<file path="src/rtl/keypad_pkg.sv">
// Shared definitions for the keypad path: key code width and the
// qualifier state encoding used by keypad_event_buffer.
package keypad_pkg;

    localparam int KEY_W = 4;

    typedef enum logic [1:0] {
        IDLE,
        QUALIFY,
        HELD
    } kev_state_t;

endpackage

</file>
<file path="src/rtl/sync_fifo.sv">
// Single-clock FIFO with a registered head entry, so the consumer sees a
// flop output that holds steady while it is stalled.
module sync_fifo #(
    parameter int WIDTH = 4,
    parameter int DEPTH = 8,
    localparam int PTR_W = $clog2(DEPTH),
    localparam int CNT_W = PTR_W + 1
) (
    input  logic             clk,
    input  logic             rst,
    input  logic             push,
    input  logic [WIDTH-1:0] wdata,
    input  logic             pop,
    output logic             full,
    output logic             empty,
    output logic [CNT_W-1:0] count,
    output logic [WIDTH-1:0] head
);

    logic [WIDTH-1:0] mem [DEPTH];

    logic [PTR_W-1:0] rd_ptr_q, rd_ptr_d;
    logic [PTR_W-1:0] wr_ptr_q, wr_ptr_d;
    logic [CNT_W-1:0] count_q, count_d;
    logic [WIDTH-1:0] head_q, head_d;
    logic             pop_en;
    logic             push_en;

    assign full  = (count_q == CNT_W'(DEPTH));
    assign empty = (count_q == '0);
    assign count = count_q;
    assign head  = head_q;

    // A full FIFO still takes a write when the head leaves in the same cycle.
    assign pop_en  = pop && !empty;
    assign push_en = push && (!full || pop_en);

    always_comb begin
        rd_ptr_d = rd_ptr_q + (pop_en  ? PTR_W'(1) : PTR_W'(0));
        wr_ptr_d = wr_ptr_q + (push_en ? PTR_W'(1) : PTR_W'(0));
        count_d  = count_q;
        case ({push_en, pop_en})
            2'b10:   count_d = count_q + CNT_W'(1);
            2'b01:   count_d = count_q - CNT_W'(1);
            default: count_d = count_q;
        endcase
        // The incoming word becomes the head when nothing older remains.
        head_d = head_q;
        if (push_en && (count_q == (pop_en ? CNT_W'(1) : CNT_W'(0)))) begin
            head_d = wdata;
        end else if (pop_en) begin
            head_d = mem[rd_ptr_d];
        end
    end

    always_ff @(posedge clk) begin
        if (push_en) begin
            mem[wr_ptr_q] <= wdata;
        end
    end

    always_ff @(posedge clk) begin
        if (rst) begin
            rd_ptr_q <= '0;
            wr_ptr_q <= '0;
            count_q  <= '0;
            head_q   <= '0;
        end else begin
            rd_ptr_q <= rd_ptr_d;
            wr_ptr_q <= wr_ptr_d;
            count_q  <= count_d;
            head_q   <= head_d;
        end
    end

endmodule

</file>
<file path="src/rtl/keypad_event_buffer.sv">
// Qualifies scanner strobes into one event per keypress and queues the
// accepted codes for a valid/ready consumer.
module keypad_event_buffer
    import keypad_pkg::*;
#(
    parameter int MATCH_COUNT = 4,
    parameter int GAP_CYCLES  = 64,
    parameter int DEPTH       = 8
) (
    input  logic                     clk,
    input  logic                     rst,
    input  logic [KEY_W-1:0]         code,
    input  logic                     valid,
    output logic [KEY_W-1:0]         out_code,
    output logic                     out_valid,
    input  logic                     out_ready,
    output logic [$clog2(DEPTH):0]   fifo_count,
    output logic                     overflow,
    input  logic                     ovf_clr
);

    kev_state_t       state_q, state_d;
    logic [KEY_W-1:0] cand_q, cand_d;
    logic [3:0]       match_cnt_q, match_cnt_d;
    logic [7:0]       gap_cnt_q, gap_cnt_d;
    logic             overflow_q, overflow_d;
    logic             push;
    logic             pop;
    logic             fifo_full;
    logic             fifo_empty;

    always_comb begin
        state_d     = state_q;
        cand_d      = cand_q;
        match_cnt_d = match_cnt_q;
        gap_cnt_d   = gap_cnt_q;
        push        = 1'b0;
        case (state_q)
            IDLE: begin
                if (valid) begin
                    cand_d      = code;
                    match_cnt_d = 4'd1;
                    gap_cnt_d   = 8'd0;
                    state_d     = QUALIFY;
                end
            end
            QUALIFY: begin
                if (valid && (code == cand_q)) begin
                    match_cnt_d = match_cnt_q + 4'd1;
                    gap_cnt_d   = 8'd0;
                    if (match_cnt_d == 4'(MATCH_COUNT)) begin
                        push    = 1'b1;
                        state_d = HELD;
                    end
                end else if (valid) begin
                    cand_d      = code;
                    match_cnt_d = 4'd1;
                    gap_cnt_d   = 8'd0;
                end else begin
                    gap_cnt_d = gap_cnt_q + 8'd1;
                    if (gap_cnt_d == 8'(GAP_CYCLES - 1)) begin
                        state_d     = IDLE;
                        match_cnt_d = 4'd0;
                        gap_cnt_d   = 8'd0;
                    end
                end
            end
            HELD: begin
                // Any strobe, even with another code, just proves the key is still down.
                if (valid) begin
                    gap_cnt_d = 8'd0;
                end else begin
                    gap_cnt_d = gap_cnt_q + 8'd1;
                    if (gap_cnt_d == 8'(GAP_CYCLES - 1)) begin
                        state_d     = IDLE;
                        match_cnt_d = 4'd0;
                        gap_cnt_d   = 8'd0;
                    end
                end
            end
            default: state_d = IDLE;
        endcase
    end

    assign pop = out_valid && out_ready;

    always_comb begin
        overflow_d = overflow_q;
        if (ovf_clr) begin
            overflow_d = 1'b0;
        end
        if (push && fifo_full && !pop) begin
            overflow_d = 1'b1;
        end
    end

    always_ff @(posedge clk) begin
        if (rst) begin
            state_q     <= IDLE;
            cand_q      <= '0;
            match_cnt_q <= '0;
            gap_cnt_q   <= '0;
            overflow_q  <= 1'b0;
        end else begin
            state_q     <= state_d;
            cand_q      <= cand_d;
            match_cnt_q <= match_cnt_d;
            gap_cnt_q   <= gap_cnt_d;
            overflow_q  <= overflow_d;
        end
    end

    sync_fifo #(
        .WIDTH (KEY_W),
        .DEPTH (DEPTH)
    ) u_fifo (
        .clk   (clk),
        .rst   (rst),
        .push  (push),
        .wdata (cand_q),
        .pop   (pop),
        .full  (fifo_full),
        .empty (fifo_empty),
        .count (fifo_count),
        .head  (out_code)
    );

    assign out_valid = !fifo_empty;
    assign overflow  = overflow_q;

endmodule

</file>
<file path="config.mk">
export PLATFORM = sky130hd
export DESIGN_NAME = keypad_event_buffer
export DESIGN_NICKNAME = d
export VERILOG_FILES = /design/src/rtl/keypad_pkg.sv /design/src/rtl/sync_fifo.sv /design/src/rtl/keypad_event_buffer.sv
export SDC_FILE = /design/constraint.sdc
export NUM_CORES = 1
export LEC_CHECK = 0
export BUFFER_PORTS_ARGS = -buffer_cell sky130_fd_sc_hd__buf_4
export CAP_MARGIN = 20
export CORE_AREA = 2 2 92 94
export CTS_CLUSTER_DIAMETER = 200
export CTS_CLUSTER_SIZE = 24
export DETAILED_ROUTE_END_ITERATION = 6
export DIE_AREA = 0 0 94 96
export HOLD_SLACK_MARGIN = 0.05
export SETUP_SLACK_MARGIN = 0.05
export SLEW_MARGIN = 15
export SYNTH_ARGS = -nofsm -noshare
export SYNTH_HDL_FRONTEND = slang
export SYNTH_SLANG_ARGS = --single-unit
export TNS_END_PERCENT = 30
</file>
<file path="constraint.sdc">
create_clock -name clk -period 2.9 [get_ports clk]
set_input_delay 0 -clock clk [delete_from_list [all_inputs] [get_ports clk]]
set_output_delay 0 -clock clk [all_outputs]
set_load 0.02 [all_outputs]
</file>
==> results.py <==
metrics = {
    "run_status": {
        "outcome": "complete, no violations",
    },
    "die": {
        "effective_utilization_at_floorplan": 0.395,
        "coreArea_sq_um": 8050,
        "floorplan.rows": 33,
        "dieArea_sq_um": 9020,
        "die_y_um": 96,
        "die_w_um": 94,
        "floorplan.io_pins": 19,
    },
    "synth": {
        "syn_avg_cell_area_sq_um": 11.2,
        "synth.most_common_cell": "dfxtp_1",
        "synth_enable_flop_cells": 32,
        "ys_top_cells_by_area": "edfxtp_1, dfxtp_1, mux4_2, ha_1, mux2i_1",
        "synthArstFlopShare": 0,
        "cell_variety_after_synth": 53,
        "post_synthesis_sequential_area_ratio": 0.509,
        "yosys.area.top_type_share": 0.302,
        "synthesis.area_sq_um": 3180,
        "main_flop_type_after_synthesis": "dfxtp_1",
        "synth_nets": 306,
        "synth-warning-count": 0,
        "postSynthRegisterBits": 65,
        "synth_top_area_cell": "edfxtp_1",
        "synthCells": 283,
        "synth_commonest_cells": "dfxtp_1, edfxtp_1, nor2_1, nand2_1",
    },
    "routing": {
        "drt-total-wl_um": 6550,
        "detailroute.via_count": 2281,
        "route.detailed.vias_per_inst": 5.24,
        "number_of_nets_still_failing_antenna_checks_after_routing": 0,
        "detail_route.drc_violations": 0,
        "dr.first_iter.drc_count": 131,
        "drtPass1Iterations": 4,
        "routedWlPerCell_um": 15.0,
    },
    "final_layout": {
        "design_area_sq_um": 3820,
        "layout-drive-gt1-share": 0.197,
        "fin_nets": 348,
        "fin_util": 0.474,
        "nFillCells": 741,
        "antenna-diode-count": 0,
        "area_growth_pct": 19.9,
    },
    "critical_path": {
        "worstSetupStartpointType": "flop",
        "worstReg2RegStart": "u_fifo.count[1]",
        "path_max_fanout": 9,
        "worst-setup-path-type": "flop to flop",
        "worst_setup_path_startpoint": "u_fifo.count[1]",
        "worst_ep_arrival_time_ns": 2.90,
        "crit_required_ns": 3.12,
        "worstSetupEndpointType": "flop",
    },
    "place": {
        "post-dp-hpwl_um": 4720,
        "instance_area_after_placement_sq_um": 3530,
        "placement.setup.worst_slack_ns": 0.0993,
        "finalWeightedCongestion": 0.806,
        "io_buffer_count": 18,
    },
    "pwr": {
        "vdd.ir_drop.worst_v": 0.000271,
        "power_density_over_cell_area_nw_per_um2": 718,
        "leakagePower_nw": 1.42,
    },
    "global_routing": {
        "grt_max_degree": 31,
        "via_count_of_the_first_global_routing_pass": 2199,
        "grt_util_all_layers": 0.157,
        "sum_of_overflow_across_all_layers_after_global_routing": 0,
        "antenna_found_initial": 0,
        "first_pass_grt_wire_length_um": 10700,
    },
    "timing": {
        "worst_slew_margin_rel": 0.387,
        "timing.clock.skew_ns": 0.00888,
        "layout_worst_path_cycle_share": 0.926,
        "setup_tns_ns": 0,
        "timing_worst_slew_pin_value_ns": 0.907,
        "post-route-worst-setup-slack_ns": 0.214,
        "fin_crit_ns": 2.69,
        "slew_viols_final": 0,
        "rsz0062_at_grt": "true",
        "timing.final.setup_violations": 0,
        "hold_viol": 0,
        "max_freq_mhz": 372,
    },
    "clock_network": {
        "cts_root_buf": "clkbuf_8",
        "clock_latency_reported_for_the_late_side_of_the_worst_skew_pair_ns": 0.34,
        "number_of_sinks_on_the_clock_net": 65,
        "cts_tree": "done",
        "ctsHtreeMaxLevel": 3,
        "clock_path_buffers": 2,
        "cts_made_buffers": 9,
        "cts.clk_slew.worst_paths_ns": 0.07,
    },
    "min_path": {
        "min-delay-path-class": "input port to flop",
        "timing.hold.worst.start": "valid",
    },
    "run": {
        "drv.max_cap_violation_count": 0,
    },
}
## layout by cell type, fill, tap and decap left out, types with 3 or more instances in the layout
cell,synthesis,layout
clkbuf_8,0,9
nor2b_1,5,5
dfxtp_1,33,33
ha_1,13,12
dlygate4sd3_1,0,7
and2_1,3,3
a21oi_1,11,10
mux4_2,8,8
a211oi_1,4,4
edfxtp_1,32,32
inv_1,13,13
nor3_1,7,7
xnor2_1,4,4
nand2b_1,6,6
nor3b_1,7,7
buf_4,0,33
o32ai_1,3,3
a21o_1,3,3
nand3_1,8,8
nor2_1,24,24
xor2_1,6,6
mux2i_1,13,13
nand2_1,23,23
o21ai_0,12,12
## metal layers
metal	part of all wire	global-route usage	routed length, um
met1	0.47	0.202	3050
met2	0.49	0.254	3200
met3	0.032	0.0462	207
met4	0.013	0.0568	87
met5	0	0	0
## per-stage QoR
stage          total power, mW  hold slack [ns]  instances
2_1_floorplan             1.70            0.147        283
3_3_place_gp              1.91            0.256        412
3_5_place_dp              1.92            0.270        412
4_1_cts                   2.76           0.0972        435
5_1_grt                   2.89            0.137        435
6_report                  2.74            0.118        435
## worst max-delay path, cell delays in order, from the launching register on
cell	delay, ns
dfxtp_1	0.36
or4_4	0.53
nand2_1	0.10
inv_1	0.06
ha_2	0.51
mux4_2	0.56
mux2i_1	0.15
o21ai_0	0.10
mux2i_1	0.13
nor2_1	0.05
## state kept, by name, indices dropped and copies added (netlist names)
| signal | count |
|---|---|
| cand_q | 4 |
| gap_cnt_q | 8 |
| match_cnt_q | 4 |
| overflow | 1 |
| state_q | 2 |
| u_fifo.count | 4 |
| u_fifo.head | 4 |
| u_fifo.mem | 32 |
| u_fifo.rd_ptr_q | 3 |
| u_fifo.wr_ptr_q | 3 |
## timing repair
item	in CTS	in global routing
hold buffers	7	0
gates resized for setup	0	2
setup buffers	0	0
setup endpoints to repair	0	5
hold endpoints to repair	11	0
## report_power, final
group | internal (mW) | total (mW) | switching, mW
sequential | 1.02 | 1.07 | 0.0502
clock | 0.483 | 0.833 | 0.350
combinational | 0.419 | 0.839 | 0.420
total | 1.92 | 2.74 | 0.819
## logic make-up (layout without fill, tap and decap cells)
| kind of cell | after synthesis | after routing | synth area share |
|---|---|---|---|
| and+or+nand+nor | 97 | 97 | 0.159 |
| muxes | 21 | 21 | 0.0975 |
| AOI/OAI and AO/OA | 54 | 54 | 0.122 |
| adders and majority gates | 14 | 14 | 0.0574 |
| xor gates and xnor gates | 10 | 10 | 0.0275 |
| buffers and inverters | 22 | 69 | 0.0271 |
| DFF | 65 | 65 | 0.509 |
## worst paths after layout
path	end	slack, ns	depth (start not counted)
max	u_fifo.head[2]	0.21	9
min	state_q[0]	0.12	4
min reg2reg	match_cnt_q[0]	0.53	2
max reg2reg	u_fifo.head[2]	0.21	9
## area by class of cell
class	instances	area, sq um	area share
Clock buffer	11	131	0.0344
Clock inverter	5	80.1	0.0210
Inverter	13	48.8	0.0128
Multi-Input combinational cell	196	1490	0.389
Sequential cell	65	1620	0.425
Tap cell	105	131	0.0344
Timing Repair Buffer	40	318	0.0833
Power figures use the tool's default switching activity.
